--- src/rtl/rps_pkg.sv ---
// Shared rock-paper-scissors encodings and defaults, also used by the engine modules.
package rps_pkg;

  typedef enum logic [1:0] {
    MvRock     = 2'b00,
    MvScissors = 2'b01,
    MvPaper    = 2'b10,
    MvIllegal  = 2'b11
  } move_e;

  typedef enum logic [1:0] {
    ResDraw   = 2'b00,
    ResPlayer = 2'b01,
    ResEngine = 2'b10
  } result_e;

  localparam int unsigned MaxGamesDefault      = 60;
  localparam int unsigned TimeoutCyclesDefault = 8191;

  function automatic logic player_beats(logic [1:0] p, logic [1:0] e);
    return (p == MvRock     && e == MvScissors) ||
           (p == MvScissors && e == MvPaper)    ||
           (p == MvPaper    && e == MvRock);
  endfunction

endpackage

--- src/rtl/rps_judge.sv ---
// Combinational round outcome; an illegal engine move forfeits to the player.
module rps_judge
  import rps_pkg::*;
(
  input  logic [1:0] player_i,
  input  logic [1:0] engine_i,
  output logic [1:0] result_o
);

  always_comb begin
    result_o = ResEngine;
    if (engine_i == MvIllegal) begin
      result_o = ResPlayer;
    end else if (player_i == engine_i) begin
      result_o = ResDraw;
    end else if (player_beats(player_i, engine_i)) begin
      result_o = ResPlayer;
    end
  end

endmodule

--- src/rtl/rps_referee.sv ---
// Match referee: handshakes with the learning engine, scores rounds, keeps match counters.
module rps_referee
  import rps_pkg::*;
#(
  parameter int unsigned MAX_GAMES      = MaxGamesDefault,
  parameter int unsigned TIMEOUT_CYCLES = TimeoutCyclesDefault
) (
  input  logic       clock,
  input  logic       reset,
  input  logic       btn_valid,
  input  logic [1:0] btn_choice,
  input  logic [1:0] eng_choice,
  input  logic       eng_ready,
  output logic       start,
  output logic [1:0] user_choice,
  output logic [1:0] result,
  output logic       result_valid,
  output logic [5:0] game_count,
  output logic [5:0] user_wins,
  output logic [5:0] comp_wins,
  output logic [5:0] draws,
  output logic       busy,
  output logic       done,
  output logic       timeout_err
);

  localparam int unsigned TmoW = (TIMEOUT_CYCLES > 1) ? $clog2(TIMEOUT_CYCLES) : 1;
  localparam logic [TmoW-1:0] TmoLast = TmoW'(TIMEOUT_CYCLES - 1);

  typedef enum logic [2:0] {StIdle, StReq, StJudge, StAck, StDone, StErr} state_e;

  state_e            state_q, state_d;
  logic [TmoW-1:0]   tmo_q, tmo_d;
  logic [1:0]        user_q, user_d;
  logic [1:0]        result_q, result_d;
  logic [5:0]        games_q, games_d;
  logic [5:0]        uwins_q, uwins_d;
  logic [5:0]        cwins_q, cwins_d;
  logic [5:0]        draws_q, draws_d;
  logic [1:0]        judge_res;

  // Judged against the live engine move so the outcome lands at the accepting edge.
  rps_judge u_judge (
    .player_i (user_q),
    .engine_i (eng_choice),
    .result_o (judge_res)
  );

  always_comb begin
    state_d  = state_q;
    tmo_d    = tmo_q;
    user_d   = user_q;
    result_d = result_q;
    games_d  = games_q;
    uwins_d  = uwins_q;
    cwins_d  = cwins_q;
    draws_d  = draws_q;
    case (state_q)
      StIdle: begin
        if (btn_valid && btn_choice != MvIllegal) begin
          user_d  = btn_choice;
          tmo_d   = '0;
          state_d = StReq;
        end
      end
      StReq: begin
        if (eng_ready) begin
          state_d  = StJudge;
          result_d = judge_res;
          games_d  = games_q + 6'd1;
          case (judge_res)
            ResDraw:   draws_d = draws_q + 6'd1;
            ResPlayer: uwins_d = uwins_q + 6'd1;
            ResEngine: cwins_d = cwins_q + 6'd1;
            default: ;
          endcase
        end else if (tmo_q == TmoLast) begin
          state_d = StErr;
        end else begin
          tmo_d = tmo_q + TmoW'(1);
        end
      end
      StJudge: begin
        tmo_d   = '0;
        state_d = StAck;
      end
      StAck: begin
        if (!eng_ready) begin
          state_d = (games_q == 6'(MAX_GAMES)) ? StDone : StIdle;
        end else if (tmo_q == TmoLast) begin
          state_d = StErr;
        end else begin
          tmo_d = tmo_q + TmoW'(1);
        end
      end
      StDone, StErr: ;
      default: state_d = StIdle;
    endcase
  end

  always_ff @(posedge clock or negedge reset) begin
    if (!reset) begin
      state_q  <= StIdle;
      tmo_q    <= '0;
      user_q   <= '0;
      result_q <= '0;
      games_q  <= '0;
      uwins_q  <= '0;
      cwins_q  <= '0;
      draws_q  <= '0;
    end else begin
      state_q  <= state_d;
      tmo_q    <= tmo_d;
      user_q   <= user_d;
      result_q <= result_d;
      games_q  <= games_d;
      uwins_q  <= uwins_d;
      cwins_q  <= cwins_d;
      draws_q  <= draws_d;
    end
  end

  // Status outputs decode straight from the state so reset clears them asynchronously.
  assign start        = (state_q == StReq);
  assign result_valid = (state_q == StJudge);
  assign busy         = (state_q == StReq) || (state_q == StJudge) || (state_q == StAck);
  assign done         = (state_q == StDone);
  assign timeout_err  = (state_q == StErr);
  assign user_choice  = user_q;
  assign result       = result_q;
  assign game_count   = games_q;
  assign user_wins    = uwins_q;
  assign comp_wins    = cwins_q;
  assign draws        = draws_q;

endmodule

--- config.mk ---
export PLATFORM = sky130hd
export DESIGN_NAME = rps_referee
export DESIGN_NICKNAME = d
export VERILOG_FILES = /design/src/rtl/rps_pkg.sv /design/src/rtl/rps_judge.sv /design/src/rtl/rps_referee.sv
export SDC_FILE = /design/constraint.sdc
export NUM_CORES = 1
export LEC_CHECK = 0
export CAP_MARGIN = 20
export CORE_MARGIN = 2
export CORE_UTILIZATION = 56
export DETAILED_ROUTE_END_ITERATION = 7
export PLACE_DENSITY = 0.84
export RECOVER_POWER = 100
export SLEW_MARGIN = 30
export SYNTH_ARGS = -nofsm -noshare
export SYNTH_HDL_FRONTEND = slang
export SYNTH_HIERARCHICAL = 1
export SYNTH_SLANG_ARGS = --single-unit
--- constraint.sdc ---
create_clock -name clock -period 4.43 [get_ports clock]
set_clock_uncertainty 0.1 [all_clocks]
set_input_delay 1.329 -clock clock [delete_from_list [all_inputs] [get_ports clock]]
set_output_delay 1.329 -clock clock [all_outputs]
set_load 0.03 [all_outputs]
==> Yosys cells after proc, flatten, opt, wreduce, memory -nomap -nowiden <==
Index checks and enable logic that the tools add are counted.
{ "classes": {"n_addsub": 5, "n_eq_ne": 19, "mux": 14, "bitwise": 1, "n_reduce_logical": 21} }
{ "ops": {"columns": ["cell", "count"], "rows": [
  ["2-to-1 mux 13 bit", 4],
  ["one-hot mux 13 bit (4 select lines)", 1],
  ["adder 6 x 1 -> 6 bit (second input constant)", 4],
  ["2-to-1 mux 3 bit", 5],
  ["one-hot mux 3 bit (5 select lines)", 1],
  ["adder 13 x 1 -> 13 bit (second input constant)", 1],
  ["equality test 13 bit (second input constant)", 1],
  ["AND reduction 3 bit", 3],
  ["equality test 2 bit (second input constant)", 4],
  ["inequality test 2 bit (second input constant)", 4],
  ["equality test 2 x 1 -> 1 bit (second input constant)", 3],
  ["equality test 3 x 2 -> 1 bit (second input constant)", 2],
  ["equality test 3 bit (second input constant)", 2],
  ["equality test 6 bit (second input constant)", 1],
  ["zero test 2 bit", 3],
  ["2-to-1 mux 2 bit", 3],
  ["AND reduction 2 bit", 3],
  ["logical AND 1 bit", 4],
  ["logical OR 1 bit", 4],
  ["AND reduction 4 bit", 1],
  ["nonzero test 4 bit", 1],
  ["equality test 3 x 1 -> 1 bit (second input constant)", 1],
  ["zero test 3 bit", 1],
  ["equality test 2 bit", 1],
  ["2 further kinds", 2]
]} }
{ "totals": {"ff_bits": 44, "input_bits": 8, "out_inout_bits": 33, "elab_cells": 68} }

==> Depth between registers and ports, before layout <==
{ "logic_depth": {"depth_word": 9, "depth_mapped": 7, "ltp_nobuf": 7} }

==> Modules after synthesis <==
Netlist, hierarchy kept.
{ "modules_own_cells": {"columns": ["module", "instances", "cells_per_inst", "area_per_inst_um2"], "rows": [
  ["rps_referee", 1, 214, 2225.9],
  ["rps_judge", 1, 9, 70.1]
]} }

==> Worst setup path after synthesis <==
Ideal clock, no wire load.
{ "synth_timing": {"kind": "input to register", "startpoint": "in eng_choice[1]", "endpoint": "reg uwins_q[5] (netlist: user_wins[5])", "setup_ns": 0.133, "t_arrival_ns": 2.731, "required_time_ns": 4.197, "path_slack_ns": 1.466, "path_stages": 6, "path_cell_list": "and3b_2 -> nor4_1 -> nand3b_1 -> nor2_1 -> nand3_1 -> xnor2_1"} }
{ "synth_between": {"elab_chain_len": 9, "word_cells_on_any_way": 15, "cone_classes": "5 x eq/ne; 3 x mux; 7 x reduce/logical"} }
{ "synth_rtl": {"columns": ["item", "line", "source"], "rows": [
  ["start, declared", "rps_referee.sv:12", "input logic [1:0] eng_choice,"],
  ["equality test 2 x 1 -> 1 bit or equality test 2 bit (tied branches)", "rps_pkg.sv:21, rps_pkg.sv:22", null],
  ["logical AND 1 bit, on equally long branches", "rps_pkg.sv:21, rps_pkg.sv:22", null],
  ["logical OR 1 bit", "rps_pkg.sv:21", "return (p == MvRock && e == MvScissors) ||"],
  ["logical OR 1 bit", "rps_pkg.sv:22", "(p == MvScissors && e == MvPaper) ||"],
  ["2-to-1 mux 2 bit", "rps_judge.sv:16", "end else if (player_beats(player_i, engine_i)) begin"],
  ["2-to-1 mux 2 bit", "rps_judge.sv:14", "end else if (player_i == engine_i) begin"],
  ["2-to-1 mux 2 bit (*)", "rps_judge.sv:12", "if (engine_i == MvIllegal) begin"],
  ["via judge_res[0]", "rps_referee.sv:40", "logic [1:0] judge_res;"],
  ["equality test 2 x 1 -> 1 bit (*)", "rps_referee.sv:71", "case (judge_res)"],
  ["AND reduction 3 bit (no source line) (*)", null, null],
  ["end signal, assigned", "rps_referee.sv:117", "uwins_q <= uwins_d;"],
  ["end, declared", "rps_referee.sv:37", "logic [5:0] uwins_q, uwins_d;"]
]} }
The timed path passes the listed nets; every way through them passes the cells marked *.
A chain may end at the register's enable or synchronous reset.

==> Worst setup path after layout <==
{ "layout_timing": {"startpoint": "in eng_ready", "endpoint": "reg tmo_q[8]"} }
{ "layout_between": {"elab_chain_len": 2, "word_cells_on_any_way": 3, "cone_classes": "2 x eq/ne; 1 x reduce/logical"} }
{ "layout_rtl": {"columns": ["item", "line", "source"], "rows": [
  ["start, declared", "rps_referee.sv:13", "input logic eng_ready,"],
  ["inequality test 2 bit (no source line)", null, null],
  ["AND reduction 4 bit (no source line) (*)", null, null],
  ["end signal, assigned", "rps_referee.sv:113", "tmo_q <= tmo_d;"],
  ["end, declared", "rps_referee.sv:33", "logic [TmoW-1:0] tmo_q, tmo_d;"]
]} }
Every way passes the cells marked *; elsewhere a longest branch is shown, timed or not.

==> metrics.yaml <==
rows: 23
drtAntennaViolNets: 0
synth_edf_count: 0
vias: 1820
hold_buffers: 0
die_h_um: 68.03
synth_area_leaders: "dfrtp_1 48%, xnor2_1 6.9%, nand2_1 4.9%, ha_1 3.8%, nor2_1 3.6%"
start_kind: "input port"
async_reset_ff_share_pct: 100.0
die_w_um: 68.03
io_pins: 41
insertedDiodeCount: 0
slew_violations: 45
post-synth-top-count-cell: "dfrtp_1"
tns_ns: 0
cp.required_ns: 4.51
io_buffer_count: 40
slew_headroom_pct: -53.98
power_w: 0.001613
fillers: 306
hpwl_um: 3312
final_area_sq_um: 2804
critPathArrivalTime_ns: 3.68
dpl_cell_area_sq_um: 2738
grt_setup_unrepaired: "false"
fmax_mhz: 278.3
cts_tree: "done"
clkSlewWorstSetupHoldPaths_ns: 0.08
critPathKind: "input port to flip-flop"
drt_first_iter_violations: 72
syn_area_sq_um: 2296
drc: 0
status: "finished, violations left"
grt_pass1_vias: 1613
synth_area_leader_cell: "dfrtp_1"
grt_max_degree: 45
grtUsageMet1_pct: 28.51
power.leakage_nw: 1.297
dr.pass1.iters: 5
wl_per_cell_um: 14.37
use_met2_pct: 34.10
clock-sinks: 44
violations: "capacitance limit, slew limit"
numCtsBuffers: 5
area.growth.synth_to_final_pct: 22.13
seq_area_frac_synth_pct: 47.96
cts_max_level: 2
antenna_found_initial: 0
clock_path_buffers: 2
finalHoldViolCount: 0
synth_ff_type: "dfrtp_1"
root_buffer: "clkbuf_8"
crit_path_end_kind: "flip-flop"
start_util_pct: 57.81
power_density_nw_per_um2: 575.3
avgSynthCellArea_sq_um: 10.30
layout_min_cycle_time_ns: 3.594
post-route-period-util_pct: 81.12
die_area_sq_um: 4628
synthesis.nets: 238
clk-insertion-delay-late_ns: 0.30
max_cap_viol_count: 1
overflow: 0
viasPerCell: 5.723
track_usage_pct: 21.69
synth_top_area_share_pct: 47.96
postCtsSetupRepairBufs: 0
nets: 283
ys_types: 49
crit_path_max_fanout: 7
top_usage_layer: "met2"
ys_ff_latch: 44
wirelength_um: 4569
hold_class: "flip-flop to flip-flop"
drive_above_1_share_pct: 8.209
grt_pass1_wl_um: 7320
ys.warnings.count: 6
coreArea_sq_um: 3971
ir_drop_uv: 345.0
synthCells: 223
setup-violations-final: 0
ys_top_cells_by_count: "44 x dfrtp_1, 30 x nand2_1, 22 x nor2_1, 18 x xnor2_1"
gp_congestion: 0.7939
cts_resized: 0
max_slew.worst_pin.slew_ns: 2.310
met3_usage_pct: 3.947
[final cells by class]
type,instances,area (sq um),share of cell area [%]
multi-input cells,169,1120,39.94
well taps,50,62.56,2.231
clock buffers,7,96.34,3.436
repair buffers,41,397.9,14.19
flip-flops and latches,44,1101,39.27
inverters,7,26.28,0.9371
[path summary, 6_finish.rpt]
check	from	to	depth (start not counted)	slack (ns)
min in group asynchronous	reset	user_wins[4]	1	1.61
min reg2reg	user_wins[5]	user_wins[5]	1	0.36
max	eng_ready	tmo_q[8]	6	0.84
min	user_wins[5]	user_wins[5]	1	0.36
max reg2reg	state_q[1]	draws[5]	5	1.91
max in group asynchronous	reset	game_count[3]	1	1.29
[power by group]
| group | switching (W) | total, W | internal [W] | leakage, nW |
|---|---|---|---|---|
| registers | 0.000134 | 0.000639 | 0.000504 | 0.579 |
| logic | 0.000424 | 0.000706 | 0.000282 | 0.668 |
| clock network | 0.000130 | 0.000269 | 0.000139 | 0.0503 |
| total | 0.000688 | 0.00161 | 0.000925 | 1.30 |
[cells in the final DEF (no fill, tap or decap), types with 4 or more instances in the layout]
cell            n
nor3_1          4
ha_1            7
nand3_1         8
xor2_1          5
dfrtp_1        44
clkbuf_8        7
or4_1           4
a21oi_1         8
nand4_1         7
xnor2_1        18
dlygate4sd3_1  36
nand2_1        30
nor4_1          4
nor2_1         22
o21ai_0         6
inv_1           7
[cells by family after synthesis]
logic type / after synthesis / synth area share (%)
AND/OR/NAND/NOR: 106 / 26.10
flip-flops: 44 / 47.96
AO/OA/AOI/OAI: 27 / 8.285
XOR/XNOR: 23 / 8.774
buffers and inverters: 10 / 2.289
adder cells (fa/ha/maj): 7 / 3.815
multiplexers: 6 / 2.779
[state kept, by name (all words and copies together), names as in the netlist]
signal / cells
game_count: 6
user_choice: 2
result: 2
state_q: 3
draws: 6
tmo_q: 13
user_wins: 6
comp_wins: 6
[metal layers]
metal | wire, um | part of all wire, %
met1 | 1995 | 44
met2 | 2177 | 48
met3 | 292 | 6.4
met4 | 104 | 2.3
met5 | 0 | 0
[critical path, stage by stage]
cell and delay, ns:
dlygate4sd3_1 0.66, and3b_1 0.21, or3b_2 0.47, nor3_1 0.63, a21oi_1 0.14, a31o_2 0.23
[metrics by stage]
stage               cells  utilization [%]  setup WS (ns)  hold slack, ns
floorplan             223                -          1.466          0.4078
global placement      311            68.87         0.8985          0.3604
detailed placement    311            68.94         0.8141          0.3671
CTS                   318            71.36          1.094          0.3792
global route          318            70.60         0.6306          0.3949
finish                318            70.60         0.8362          0.3647
No activity file was read; power rests on OpenSTA's default activity.
